`config.mk`:
```
export PLATFORM = sky130hd
export DESIGN_NAME = mul_issue_ctrl
export DESIGN_NICKNAME = d
export VERILOG_FILES = /design/src/rtl/mul_issue_ctrl.sv
export SDC_FILE = /design/constraint.sdc
export NUM_CORES = 1
export LEC_CHECK = 0
export CAP_MARGIN = 20
export CORE_ASPECT_RATIO = 1.75
export CORE_MARGIN = 4
export CORE_UTILIZATION = 46
export CTS_CLUSTER_DIAMETER = 150
export DETAILED_ROUTE_END_ITERATION = 12
export HOLD_SLACK_MARGIN = 0.02
export PLACE_DENSITY_LB_ADDON = 0.08
export SLEW_MARGIN = 20
export SYNTH_ARGS = -nofsm -noshare
export SYNTH_HDL_FRONTEND = slang
export SYNTH_SLANG_ARGS = --single-unit
```
`constraint.sdc`:
```
create_clock -name clk -period 3.3 [get_ports clk]
set_input_delay 0.99 -clock clk [delete_from_list [all_inputs] [get_ports clk]]
set_output_delay 0.99 -clock clk [all_outputs]
set_load 0.03 [all_outputs]
```
`src/rtl/mul_issue_ctrl.sv`:
```
// mul_issue_ctrl
// Operand-preparation and result-collection stage in front of the 33-bit
// iterative multiplier (basemul). It accepts MUL/MULH/MULHSU/MULHU requests
// and sign- or zero-extends the operands to 33 bits. It issues them over a
// valid/ready handshake and catches the multiplier's one-cycle result pulse.
// The selected 32-bit half is then returned under a valid/ready response
// handshake. Optionally, a zero operand bypasses the multiplier entirely.
//
// Ports
//   clk, resetn                       clock, asynchronous active-low reset
//   req_valid/req_ready               request handshake
//   req_op, req_a, req_b, req_tag     operation, operands, opaque tag
//   mul_src1, mul_src2                33-bit extended operands to multiplier
//   mul_in_valid/mul_in_ready         multiplier input handshake
//   mul_out_valid, mul_result         multiplier result pulse and product
//   resp_valid/resp_ready             response handshake
//   resp_data, resp_tag               selected result half and its tag

module mul_issue_ctrl #(
    parameter int unsigned TAG_W       = 4,
    parameter bit          ZERO_BYPASS = 1'b1
) (
    input  logic             clk,
    input  logic             resetn,
    input  logic             req_valid,
    output logic             req_ready,
    input  logic [1:0]       req_op,
    input  logic [31:0]      req_a,
    input  logic [31:0]      req_b,
    input  logic [TAG_W-1:0] req_tag,
    output logic [32:0]      mul_src1,
    output logic [32:0]      mul_src2,
    output logic             mul_in_valid,
    input  logic             mul_in_ready,
    input  logic             mul_out_valid,
    input  logic [63:0]      mul_result,
    output logic             resp_valid,
    input  logic             resp_ready,
    output logic [31:0]      resp_data,
    output logic [TAG_W-1:0] resp_tag
);

    typedef enum logic [1:0] {
        S_IDLE  = 2'd0,
        S_ISSUE = 2'd1,
        S_WAIT  = 2'd2,
        S_RESP  = 2'd3
    } state_t;

    localparam logic [1:0] OP_MUL   = 2'b00;
    localparam logic [1:0] OP_MULHU = 2'b11;

    state_t            state_q;
    logic [1:0]        op_q;
    logic [32:0]       src1_q, src2_q;
    logic              in_valid_q, resp_valid_q;
    logic [31:0]       resp_data_q;
    logic [TAG_W-1:0]  resp_tag_q;

    logic [32:0]       src1_d, src2_d;
    logic              bypass_d;

    // rs1 is signed for everything except MULHU; rs2 is signed only for
    // MUL/MULH (op[1] clear). The extra top bit lets the signed 33x33
    // multiplier cover all four variants.
    assign src1_d   = {(req_op != OP_MULHU) & req_a[31], req_a};
    assign src2_d   = {~req_op[1] & req_b[31], req_b};
    assign bypass_d = ZERO_BYPASS && ((req_a == 32'd0) || (req_b == 32'd0));

    // Decoded from registered state, so it never depends on req_valid.
    assign req_ready = (state_q == S_IDLE);

    // NOTE: every register below is assigned with <=, so all of them sample
    // the values from before the edge regardless of statement order.
    always_ff @(posedge clk or negedge resetn) begin
        if (!resetn) begin
            state_q      <= S_IDLE;
            op_q         <= 2'b00;
            src1_q       <= '0;
            src2_q       <= '0;
            in_valid_q   <= 1'b0;
            resp_valid_q <= 1'b0;
            resp_data_q  <= '0;
            resp_tag_q   <= '0;
        end else begin
            case (state_q)
                S_IDLE: begin
                    if (req_valid) begin
                        op_q       <= req_op;
                        resp_tag_q <= req_tag;
                        src1_q     <= src1_d;
                        src2_q     <= src2_d;
                        if (bypass_d) begin
                            resp_data_q  <= '0;
                            resp_valid_q <= 1'b1;
                            state_q      <= S_RESP;
                        end else begin
                            in_valid_q <= 1'b1;
                            state_q    <= S_ISSUE;
                        end
                    end
                end
                S_ISSUE: begin
                    // Operands stay put until the multiplier takes them.
                    if (mul_in_ready) begin
                        in_valid_q <= 1'b0;
                        state_q    <= S_WAIT;
                    end
                end
                S_WAIT: begin
                    if (mul_out_valid) begin
                        resp_data_q  <= (op_q == OP_MUL) ? mul_result[31:0]
                                                         : mul_result[63:32];
                        resp_valid_q <= 1'b1;
                        state_q      <= S_RESP;
                    end
                end
                S_RESP: begin
                    // Result pulses outside WAIT are deliberately ignored.
                    if (resp_ready) begin
                        resp_valid_q <= 1'b0;
                        state_q      <= S_IDLE;
                    end
                end
                default: state_q <= S_IDLE;
            endcase
        end
    end

    assign mul_src1     = src1_q;
    assign mul_src2     = src2_q;
    assign mul_in_valid = in_valid_q;
    assign resp_valid   = resp_valid_q;
    assign resp_data    = resp_data_q;
    assign resp_tag     = resp_tag_q;

endmodule

```
# Word-level counts from Yosys, hierarchy flattened
# Index checks and enable logic that the tools add are counted.
# word_totals
reg_bits	108
latch_bits	0
ram_bits	0
mem_bits_ro	0
in_bits	140
out_inout_bits	105
wordCells	54
mem_count	0
# op_classes
n_addsub	0
n_mul	0
div	0
magnitude_cmp	0
n_eq_ne	10
shifts	0
mux	20
bitwise_logic	3
reduce_logical	13
# op_table
cell	n
32-bit two-way mux	4
32-bit zero test	2
32-bit one-hot mux with 2 select lines	1
2-bit != test (second input constant)	6
4-bit AND reduction	3
2-bit two-way mux	5
2-bit one-hot mux with 4 select lines	1
1-bit two-way mux	7
5-bit AND reduction	1
2-bit == test (second input constant)	2
2-bit zero test	2
2-bit nonzero test	2
1-bit one-hot mux with 3 select lines	1
3-bit nonzero test	1
1-bit bitwise AND	2
2-bit by 1-bit == test with 1-bit output (second input constant)	1
2-bit by 1-bit != test with 1-bit output (second input constant)	1
1-bit one-hot mux with 2 select lines	1
2-bit AND reduction	1
1-bit logical OR	1
1-bit inverter	1

# Longest topological paths before layout
# Gate-level depths: netlist of the first run.
# logic_depth
ltp_word	5
mapped_depth	8
ltp_nobuf	7

# Least setup slack after synthesis of the first run
# No wires, ideal clock.
# synth_timing
path_kind	input to register
from	input req_b[25]
to	register resp_data_q[10], in the netlist resp_data[10]
setup_time_ps	69
t_arrival_ps	2198
t_required_ps	3231
path_slack_ps	1033
stages	7
n_path_buf	2
path_cell_list	nor4_1 > nand4_1 > o22a_1 > buf_6 > buf_12 > mux2_4 > nand3_1
# synth_between
elab_chain_len	4
# synth_lines
element	line_no	rtl
start: declaration	29	input logic [31:0] req_b,
32-bit zero test	68	assign bypass_d = ZERO_BYPASS && ((req_a == 32'd0) || (req_b == 32'd0));
1-bit logical OR	68	
2-bit by 1-bit != test with 1-bit output (no source line)	-	
4-bit AND reduction (no source line)	-	
end signal: assignment	112	resp_data_q <= (op_q == OP_MUL) ? mul_result[31:0]
end: declaration	57	logic [31:0] resp_data_q;
# No other way between the ends.
# A chain may end at the register's enable or synchronous reset.

# Worst setup path in the final report of the first run
# layout_timing
from	input req_a[9]
to	register resp_data_q[28], in the netlist resp_data[28]
# layout_between
elab_chain_len	4
# layout_lines
element	line_no	rtl
start: declaration	28	input logic [31:0] req_a,
32-bit zero test	68	
1-bit logical OR	68	
2-bit by 1-bit != test with 1-bit output (no source line)	-	
4-bit AND reduction (no source line)	-	
# No other way between the ends.

==> impl_table.tex, run 1 <==
\begin{tabular}{lr}
\hline
Metric & Value \\
\hline
\multicolumn{2}{l}{\textbf{Logic synthesis}} \\
Top area cells in the synthesized netlist & sky130\_fd\_sc\_hd\_\_dfrtp\_1 (47\%), sky130\_fd\_sc\_hd\_\_mux2\_2 (21\%), sky130\_fd\_sc\_hd\_\_mux2\_4 (6.5\%), sky130\_fd\_sc\_hd\_\_nand3\_1 (5.7\%), sky130\_fd\_sc\_hd\_\_nand4\_1 (3.9\%) \\
Complex-gate fraction of the synthesized area & 0.0433 \\
Fraction of registers with async set or reset after synthesis & 1.00 \\
Post-synthesis instance area & 5750 um\^{}2 \\
Post-synthesis share of cell area spent on full adders, half adders and majority gates & 0.0109 \\
Syn nets & 654 \\
Count of mapped cells out of synthesis & 509 \\
Synth top area share & 0.470 \\
Total number of yosys warnings & 0 \\
Portion of netlist area occupied by mux cells & 0.280 \\
Prevailing post-synth register cell & sky130\_fd\_sc\_hd\_\_dfrtp\_1 \\
Count of unique library cells instantiated by Yosys & 32 \\
Count of flip-flops with a built-in enable after synthesis & 0 \\
Most frequent cell after synthesis & sky130\_fd\_sc\_hd\_\_mux2\_2 \\
Average instance area after synthesis & 11.3 um\^{}2 \\
Commonest cells in the synthesized netlist & sky130\_fd\_sc\_hd\_\_mux2\_2 (109), sky130\_fd\_sc\_hd\_\_dfrtp\_1 (108), sky130\_fd\_sc\_hd\_\_nand3\_1 (65) \\
Cell accounting for the most synthesized area & sky130\_fd\_sc\_hd\_\_dfrtp\_1 \\
Share of synthesized cell area in and, or, nand and nor gates & 0.152 \\
Combinational family with the most area after synthesis & multiplexers \\
Portion of the post-synthesis area used by sequential elements & 0.470 \\
Post-synthesis xor/xnor area fraction & 0 \\
Synthesized flop and latch total & 108 \\
\multicolumn{2}{l}{\textbf{Clocking}} \\
Root buf cell & sky130\_fd\_sc\_hd\_\_clkbuf\_16 \\
TritonCTS Buffers & 9 \\
Post-cts resize count & 0 \\
Total setup buffers inserted after CTS & 0 \\
Clock sink count & 108 \\
Hold buffer count at cts & 0 \\
Number of levels the H-tree was split into & 3 \\
CTS tree & built \\
Clock latency of the later-clocked register in the worst-skew pair & 0.35 ns \\
Reg clk slew, reported paths & 0.07 ns \\
Maximum number of buffers from clock root to sink & 2 \\
\multicolumn{2}{l}{\textbf{Critical path}} \\
Delay contributed by the slowest stage of the critical path & 0.43 ns \\
Critical path startpoint category & input pin \\
CP Data Required Time & 3.58 ns \\
Crit path depth & 7 \\
CP Class & in -> reg \\
Length in cells of the worst reg-to-reg path & 5 \\
Critical path, cell by cell & clkdlybuf4s50\_1 -> nor4\_1 -> nand4\_1 -> o22a\_2 -> buf\_12 -> mux2\_4 -> nand3\_1 \\
Worst-path maximum fanout & 37 \\
Largest delay contributor family on the critical path & simple AND/OR/NAND/NOR gates \\
Cell type of the slowest stage on the worst timing path & sky130\_fd\_sc\_hd\_\_clkdlybuf4s50\_1 \\
Crit. End Element & flip-flop \\
Signal arrival time at the worst endpoint & 2.95 ns \\
Number of buffer and inverter stages on the critical path & 2 \\
\multicolumn{2}{l}{\textbf{Power and ir drop}} \\
Share of total power in the clock network & 0.120 \\
Internal power & 4.93 mW \\
Leakage power & 3.47 nW \\
Power density over the cells & 1020 nW/um\^{}2 \\
Sw Share & 0.439 \\
Net switching power of the design & 3.85 mW \\
Combinational group share of total power & 0.603 \\
Fraction of power consumed by sequential logic & 0.277 \\
Maximum VDD drop & 0.000592 V \\
\multicolumn{2}{l}{\textbf{Placed design}} \\
RD Place Congestion & 0.765 \\
Detailed-placement wirelength estimate & 12,500 um \\
Worst slack at placement & 0.249 ns \\
Buffers added on ports & 244 \\
\multicolumn{2}{l}{\textbf{STA}} \\
Unrepaired setup endpoints after global routing & false \\
Max-slew violation count & 0 \\
Number of failing setup endpoints in the final timing report & 0 \\
Maximum frequency from static timing analysis & 374 MHz \\
Setup slack of the critical path after layout & 0.629 ns \\
Final worst-path cycle share & 0.809 \\
Final critical path time including I/O delays and setup & 2.67 ns \\
Slew headroom & 0.390 \\
Worst-margin pin slew & 0.912 ns \\
Final number of hold-violating endpoints & 0 \\
Clock skew after layout & 0.00830 ns \\
Sum of negative setup slack & 0 ns \\
\multicolumn{2}{l}{\textbf{Detailed routing}} \\
Routed WL per cell & 19.2 um \\
Total wirelength of the detailed-routed design & 17,300 um \\
DRC viols & 0 \\
Detailed Routing Iterations Pass 1 & 4 \\
Count of antenna-violating nets left after detailed routing & 0 \\
Vias per std cell & 5.61 \\
Starting DRC count in detailed routing & 185 \\
Total via count in the routed design & 5,051 \\
\multicolumn{2}{l}{\textbf{Finish}} \\
Signed area change from the synthesized netlist to the final layout & 49.5\% \\
Share of final-layout standard cells stronger than drive strength 1 & 0.237 \\
Fill count & 908 \\
Fin nets & 876 \\
N\_diodes & 0 \\
\multicolumn{2}{l}{\textbf{Floorplan}} \\
Core area & 12,100 um\^{}2 \\
I/O pin count & 245 \\
Die area & 14,400 um\^{}2 \\
Std cell rows & 53 \\
Die Height & 156 um \\
X dimension of the die & 92.5 um \\
Initial cell density of the core & 0.474 \\
\multicolumn{2}{l}{\textbf{Hold path}} \\
Hold WC Path Type & reg -> reg \\
Hold path depth & 2 \\
\multicolumn{2}{l}{\textbf{GRT}} \\
Pin count of the biggest net entering global routing & 75 \\
First-pass GRT wire length & 27,500 um \\
Initial antenna violation count & 0 \\
Total overflow reported by the global router & 0 \\
Global Route Usage Sum & 0.238 \\
Number of global-route vias before repair & 5,536 \\
\multicolumn{2}{l}{\textbf{Run status}} \\
Outcome & finished, final reports clean \\
\multicolumn{2}{l}{\textbf{Run}} \\
Max\_cap viols & 0 \\
\hline
\end{tabular}
-- registers in the layout, summed over array words and instances (netlist names) --
signal,count
mul_in_valid,1
mul_src1,33
mul_src2,33
op_q,2
resp_data,32
resp_tag,4
resp_valid,1
state_q,2
-- cell usage in the layout (no fill, tap or decap) --
cell type                           n
sky130_fd_sc_hd__clkdlybuf4s50_1  242
sky130_fd_sc_hd__mux2_2           109
sky130_fd_sc_hd__dfrtp_1          108
sky130_fd_sc_hd__nand3_1           65
sky130_fd_sc_hd__o21ai_0           38
sky130_fd_sc_hd__nand2_1           38
sky130_fd_sc_hd__nand4_1           36
sky130_fd_sc_hd__mux2_4            25
sky130_fd_sc_hd__nor4_1            14
sky130_fd_sc_hd__buf_4             11
sky130_fd_sc_hd__clkbuf_16          9
sky130_fd_sc_hd__inv_1              4
sky130_fd_sc_hd__ha_1               4
sky130_fd_sc_hd__clkinv_4           3
sky130_fd_sc_hd__buf_12             3
sky130_fd_sc_hd__o22ai_1            2
sky130_fd_sc_hd__nor4_2             2
sky130_fd_sc_hd__o211ai_1           2
sky130_fd_sc_hd__inv_8              2
sky130_fd_sc_hd__nand2_2            1
sky130_fd_sc_hd__nor2b_4            1
sky130_fd_sc_hd__nor2b_1            1
sky130_fd_sc_hd__nor3_1             1
sky130_fd_sc_hd__nor2_4             1
sky130_fd_sc_hd__o22a_2             1
sky130_fd_sc_hd__mux2i_2            1
sky130_fd_sc_hd__nor2_2             1
sky130_fd_sc_hd__or4b_2             1
sky130_fd_sc_hd__or2_2              1
sky130_fd_sc_hd__o311a_1            1
sky130_fd_sc_hd__and2_0             1
sky130_fd_sc_hd__nand2b_1           1
sky130_fd_sc_hd__nand4b_1           1
sky130_fd_sc_hd__a21boi_0           1
sky130_fd_sc_hd__a21oi_1            1
sky130_fd_sc_hd__ha_2               1
sky130_fd_sc_hd__inv_6              1
-- final cells by class --
type	instances	area (um^2)	area share
clock buffer	9	225	0.0262
clock inverter	6	57.6	0.00670
inverter	4	15.0	0.00175
multi-input combinational	352	2820	0.329
sequential	108	2700	0.314
tap	165	206	0.0240
timing repair buffer	256	2560	0.298
-- worst paths after layout --
path | from | to | slack, ns
max in group asynchronous | resetn | mul_src1[8]$_DFFE_PN0P_ | 1.98
min | mul_src2[32]$_DFFE_PN0P_ | mul_src2[32]$_DFFE_PN0P_ | 0.49
max reg2reg | op_q[1]$_DFFE_PN0P_ | resp_data[11]$_DFFE_PN0P_ | 1.26
max | req_a[9] | resp_data[28]$_DFFE_PN0P_ | 0.63
min reg2reg | mul_src2[32]$_DFFE_PN0P_ | mul_src2[32]$_DFFE_PN0P_ | 0.49
min in group asynchronous | resetn | resp_data[23]$_DFFE_PN0P_ | 0.55
-- power by group through the flow --
stage               Combinational [mW]  Clock, mW  Sequential [mW]
floorplan                         1.97          0             3.69
global placement                  5.19          0             2.40
detailed placement                5.31          0             2.45
CTS                               5.33       1.08             2.44
global route                      5.63       1.15             2.53
finish                            5.30       1.05             2.44
-- worst reg2reg max path, delay by kind of cell (launching register included) --
family	cells	cell delay [ns]
AND/OR/NAND/NOR	3	0.90
multiplexers	2	0.66
flip-flops	1	0.41
-- per-stage QoR --
step	hold slack (ns)	power, mW	util	instance area, um^2	instances
after floorplan	0.480	5.66	-	5750	509
after global placement	0.464	7.60	0.685	8310	885
after detailed placement	0.478	7.76	0.685	8310	885
after CTS	0.499	8.85	0.708	8600	900
after global routing	0.534	9.31	0.708	8600	900
final	0.492	8.79	0.708	8600	900
-- kinds of logic after synthesis --
family,Yosys count
compound gates,46
buf+inv,49
flops,108
fa+ha+maj,5
mux,135
simple gates,166
-- routing by layer --
layer  vias up  track usage  wire length, um
met5         -            0                0
met4         0       0.0730              274
met1      2500        0.253             6070
li1       2309            -                -
met2       223        0.441             9360
met3        19       0.0792             1560
Power figures use the tool's default switching activity.
==> run 2, diff against run 1 <==
--- a/config.mk
+++ b/config.mk
@@ -8,7 +8,7 @@
 export CAP_MARGIN = 20
 export CORE_ASPECT_RATIO = 1.75
 export CORE_MARGIN = 4
-export CORE_UTILIZATION = 46
+export CORE_UTILIZATION = 39
 export CTS_CLUSTER_DIAMETER = 150
 export DETAILED_ROUTE_END_ITERATION = 12
 export HOLD_SLACK_MARGIN = 0.02
==> constraint.sdc (replaced) <==
create_clock -name clk -period 2.3 [get_ports clk]
set_input_delay 0.69 -clock clk [delete_from_list [all_inputs] [get_ports clk]]
set_output_delay 0.69 -clock clk [all_outputs]
set_load 0.03 [all_outputs]
==> impl_table.tex, run 2 (same netlist as run 1, synthesis figures left out) <==
\begin{tabular}{lr}
\hline
Metric & Value \\
\hline
\multicolumn{2}{l}{\textbf{Detailed routing}} \\
Vias per std cell & 5.46 (-2.7\%) \\
DRC viols & 0 (unchanged) \\
Routed WL per cell & 18.9 um (-1.4\%) \\
Starting DRC count in detailed routing & 126 (-32\%) \\
Detailed Routing Iterations Pass 1 & 4 (unchanged) \\
Total via count in the routed design & 5,153 (+2.0\%) \\
Count of antenna-violating nets left after detailed routing & 0 (unchanged) \\
Total wirelength of the detailed-routed design & 17,900 um (+3.4\%) \\
\multicolumn{2}{l}{\textbf{STA}} \\
Final number of hold-violating endpoints & 0 (unchanged) \\
Worst-margin pin slew & 0.554 ns (-0.358 ns) \\
Slew headroom & 0.631 (+0.240) \\
Unrepaired setup endpoints after global routing & true \\
Maximum frequency from static timing analysis & 441 MHz \\
Clock skew after layout & 0.00787 ns (-0.000431 ns) \\
Max-slew violation count & 0 (unchanged) \\
Hold slack final & 0.322 ns (-0.170 ns) \\
Final critical path time including I/O delays and setup & 2.27 ns \\
Final worst-path cycle share & 0.986 \\
Sum of negative setup slack & 0 ns (unchanged) \\
Number of failing setup endpoints in the final timing report & 0 (unchanged) \\
\multicolumn{2}{l}{\textbf{Power and ir drop}} \\
Leakage power & 3.86 nW (+11\%) \\
Power density over the cells & 1410 nW/um\^{}2 (+38\%) \\
Maximum VDD drop & 0.000817 V (+38\%) \\
\multicolumn{2}{l}{\textbf{Finish}} \\
Fin nets & 903 (+3.1\%) \\
Share of final-layout standard cells stronger than drive strength 1 & 0.283 (+0.0467) \\
Signed area change from the synthesized netlist to the final layout & 57.8\% \\
Commonest cells after routing, fill and taps aside & sky130\_fd\_sc\_hd\_\_clkdlybuf4s50\_1 (201), sky130\_fd\_sc\_hd\_\_mux2\_2 (109), sky130\_fd\_sc\_hd\_\_dfrtp\_1 (108), sky130\_fd\_sc\_hd\_\_nand3\_1 (65) \\
Most frequent standard cell in the layout excluding fill and tap cells & sky130\_fd\_sc\_hd\_\_clkdlybuf4s50\_1 \\
\multicolumn{2}{l}{\textbf{Critical path}} \\
Worst-case register-to-register setup slack & 0.49 ns (-0.77 ns) \\
Worst-path maximum fanout & 10 (-73\%) \\
CP Data Required Time & 2.58 ns (-1.00 ns) \\
Signal arrival time at the worst endpoint & 2.54 ns (-0.41 ns) \\
Crit. End Element & flip-flop \\
Critical path startpoint category & input pin \\
CP Class & in -> reg \\
\multicolumn{2}{l}{\textbf{Floorplan}} \\
Die Height & 169 um (+8.2\%) \\
X dimension of the die & 99.8 um (+7.9\%) \\
Die area & 16,800 um\^{}2 (+17\%) \\
Initial cell density of the core & 0.398 (-0.0757) \\
I/O pin count & 245 (unchanged) \\
Core area & 14,400 um\^{}2 (+19\%) \\
Std cell rows & 58 (+9.4\%) \\
\multicolumn{2}{l}{\textbf{Run}} \\
Max\_cap viols & 0 (unchanged) \\
\multicolumn{2}{l}{\textbf{Clocking}} \\
Maximum number of buffers from clock root to sink & 2 (unchanged) \\
TritonCTS Buffers & 9 (unchanged) \\
CTS tree & built \\
Clock sink count & 108 (unchanged) \\
Hold buffer count at cts & 0 (unchanged) \\
Total setup buffers inserted after CTS & 0 (unchanged) \\
Number of levels the H-tree was split into & 3 (unchanged) \\
Clock latency of the later-clocked register in the worst-skew pair & 0.34 ns (about the same) \\
Root buf cell & sky130\_fd\_sc\_hd\_\_clkbuf\_16 \\
Reg clk slew, reported paths & 0.07 ns (about the same) \\
\multicolumn{2}{l}{\textbf{GRT}} \\
Number of global-route vias before repair & 5,600 (+1.2\%) \\
Initial antenna violation count & 2 (+2) \\
Pin count of the biggest net entering global routing & 54 (-28\%) \\
Total overflow reported by the global router & 0 (unchanged) \\
First-pass GRT wire length & 28,400 um (+3.3\%) \\
Global Route Usage Sum & 0.210 (-0.0287) \\
\multicolumn{2}{l}{\textbf{Placed design}} \\
Buffers added on ports & 244 (unchanged) \\
RD Place Congestion & 0.764 (-0.13\%) \\
Detailed-placement wirelength estimate & 13,100 um (+4.2\%) \\
\multicolumn{2}{l}{\textbf{Run status}} \\
Outcome & finished, final reports clean \\
\multicolumn{2}{l}{\textbf{Hold path}} \\
Hold WC Path Type & in -> async \\
\hline
\end{tabular}
-- run 2: changes by cell type in the layout (fill, tap and decap cells not counted), moves of 2 or more --
cell,before,now
sky130_fd_sc_hd__diode_2,0,2
sky130_fd_sc_hd__dlymetal6s2s_1,0,17
sky130_fd_sc_hd__bufbuf_16,0,2
sky130_fd_sc_hd__nor4_1,14,0
sky130_fd_sc_hd__dlygate4sd2_1,0,24
sky130_fd_sc_hd__clkdlybuf4s50_1,242,201
sky130_fd_sc_hd__nor4_4,0,4
sky130_fd_sc_hd__buf_12,3,7
sky130_fd_sc_hd__buf_4,11,32
sky130_fd_sc_hd__nor4_2,2,12
-- run 2: area by class of cell --
cell class / count / area [um^2]
diodes: 2 / 5.00
clock buffers: 9 / 225
clock inverters: 6 / 61.3
fillers: 1193 / 5370
inverters: 4 / 15.0
multi-input cells: 352 / 2960
flip-flops and latches: 108 / 2700
well taps: 180 / 225
repair buffers: 283 / 2880
-- run 2: worst paths after layout --
| path | endpoint | start | cells past startpoint |
|---|---|---|---|
| setup / recovery | resp_data[30]$_DFFE_PN0P_ | req_b[15] | 7 |
| hold / removal | resp_data[24]$_DFFE_PN0P_ | resetn | 1 |
| setup reg to reg | resp_data[0]$_DFFE_PN0P_ | state_q[0]$_DFFE_PN0P_ | 6 |
| hold reg to reg | mul_src1[32]$_DFFE_PN0P_ | mul_src1[32]$_DFFE_PN0P_ | 2 |
| max in group asynchronous | op_q[0]$_DFFE_PN0P_ | resetn | 2 |
| min in group clk | mul_src1[32]$_DFFE_PN0P_ | mul_src1[32]$_DFFE_PN0P_ | 2 |
-- run 2: repair_timing --
action / CTS / global route
setup endpoints to repair: 34 / 13
resized for setup: 39 / 22
cloned: 2 / 0
pin swaps: 1 / 15
-- run 2: routing by layer --
metal  GRT usage  wire, um  vias up
met5           0         0        -
met4      0.0684       471        0
met3      0.0730      1660       32
met2       0.370      9360      207
met1       0.232      6370     2549
li1            -         -     2365
-- run 2: through the flow --
step	power, mW	cells	worst slack [ns]	util	instance area (um^2)
finish	12.8	944	0.0329	0.628	9080
global route	13.6	944	-0.00743	0.628	9080
CTS	12.9	942	0.00723	0.623	8990
detailed placement	11.3	925	-0.474	0.593	8570
global placement	11.1	925	-0.473	0.593	8570
floorplan	8.12	509	0.290	-	5750
-- run 2: power breakdown --
group          switching, mW  internal, mW
clock network          0.741         0.755
registers              0.595          2.90
logic                   4.23          3.57
-- run 2: critical path, stage by stage --
cell	delay (ns)
sky130_fd_sc_hd__clkdlybuf4s50_1	0.48
sky130_fd_sc_hd__nor4_4	0.19
sky130_fd_sc_hd__nand4_1	0.20
sky130_fd_sc_hd__o22a_4	0.33
sky130_fd_sc_hd__bufbuf_16	0.29
sky130_fd_sc_hd__mux2_4	0.29
sky130_fd_sc_hd__nand3_1	0.06
==> run 3, diff against run 2 <==
--- a/config.mk
+++ b/config.mk
@@ -13,7 +13,6 @@
 export DETAILED_ROUTE_END_ITERATION = 12
 export HOLD_SLACK_MARGIN = 0.02
 export PLACE_DENSITY_LB_ADDON = 0.08
-export SLEW_MARGIN = 20
 export SYNTH_ARGS = -nofsm -noshare
 export SYNTH_HDL_FRONTEND = slang
 export SYNTH_SLANG_ARGS = --single-unit
==> results of run 3 <==
The final DEF is identical to that of run 2; final timing and power are the same.
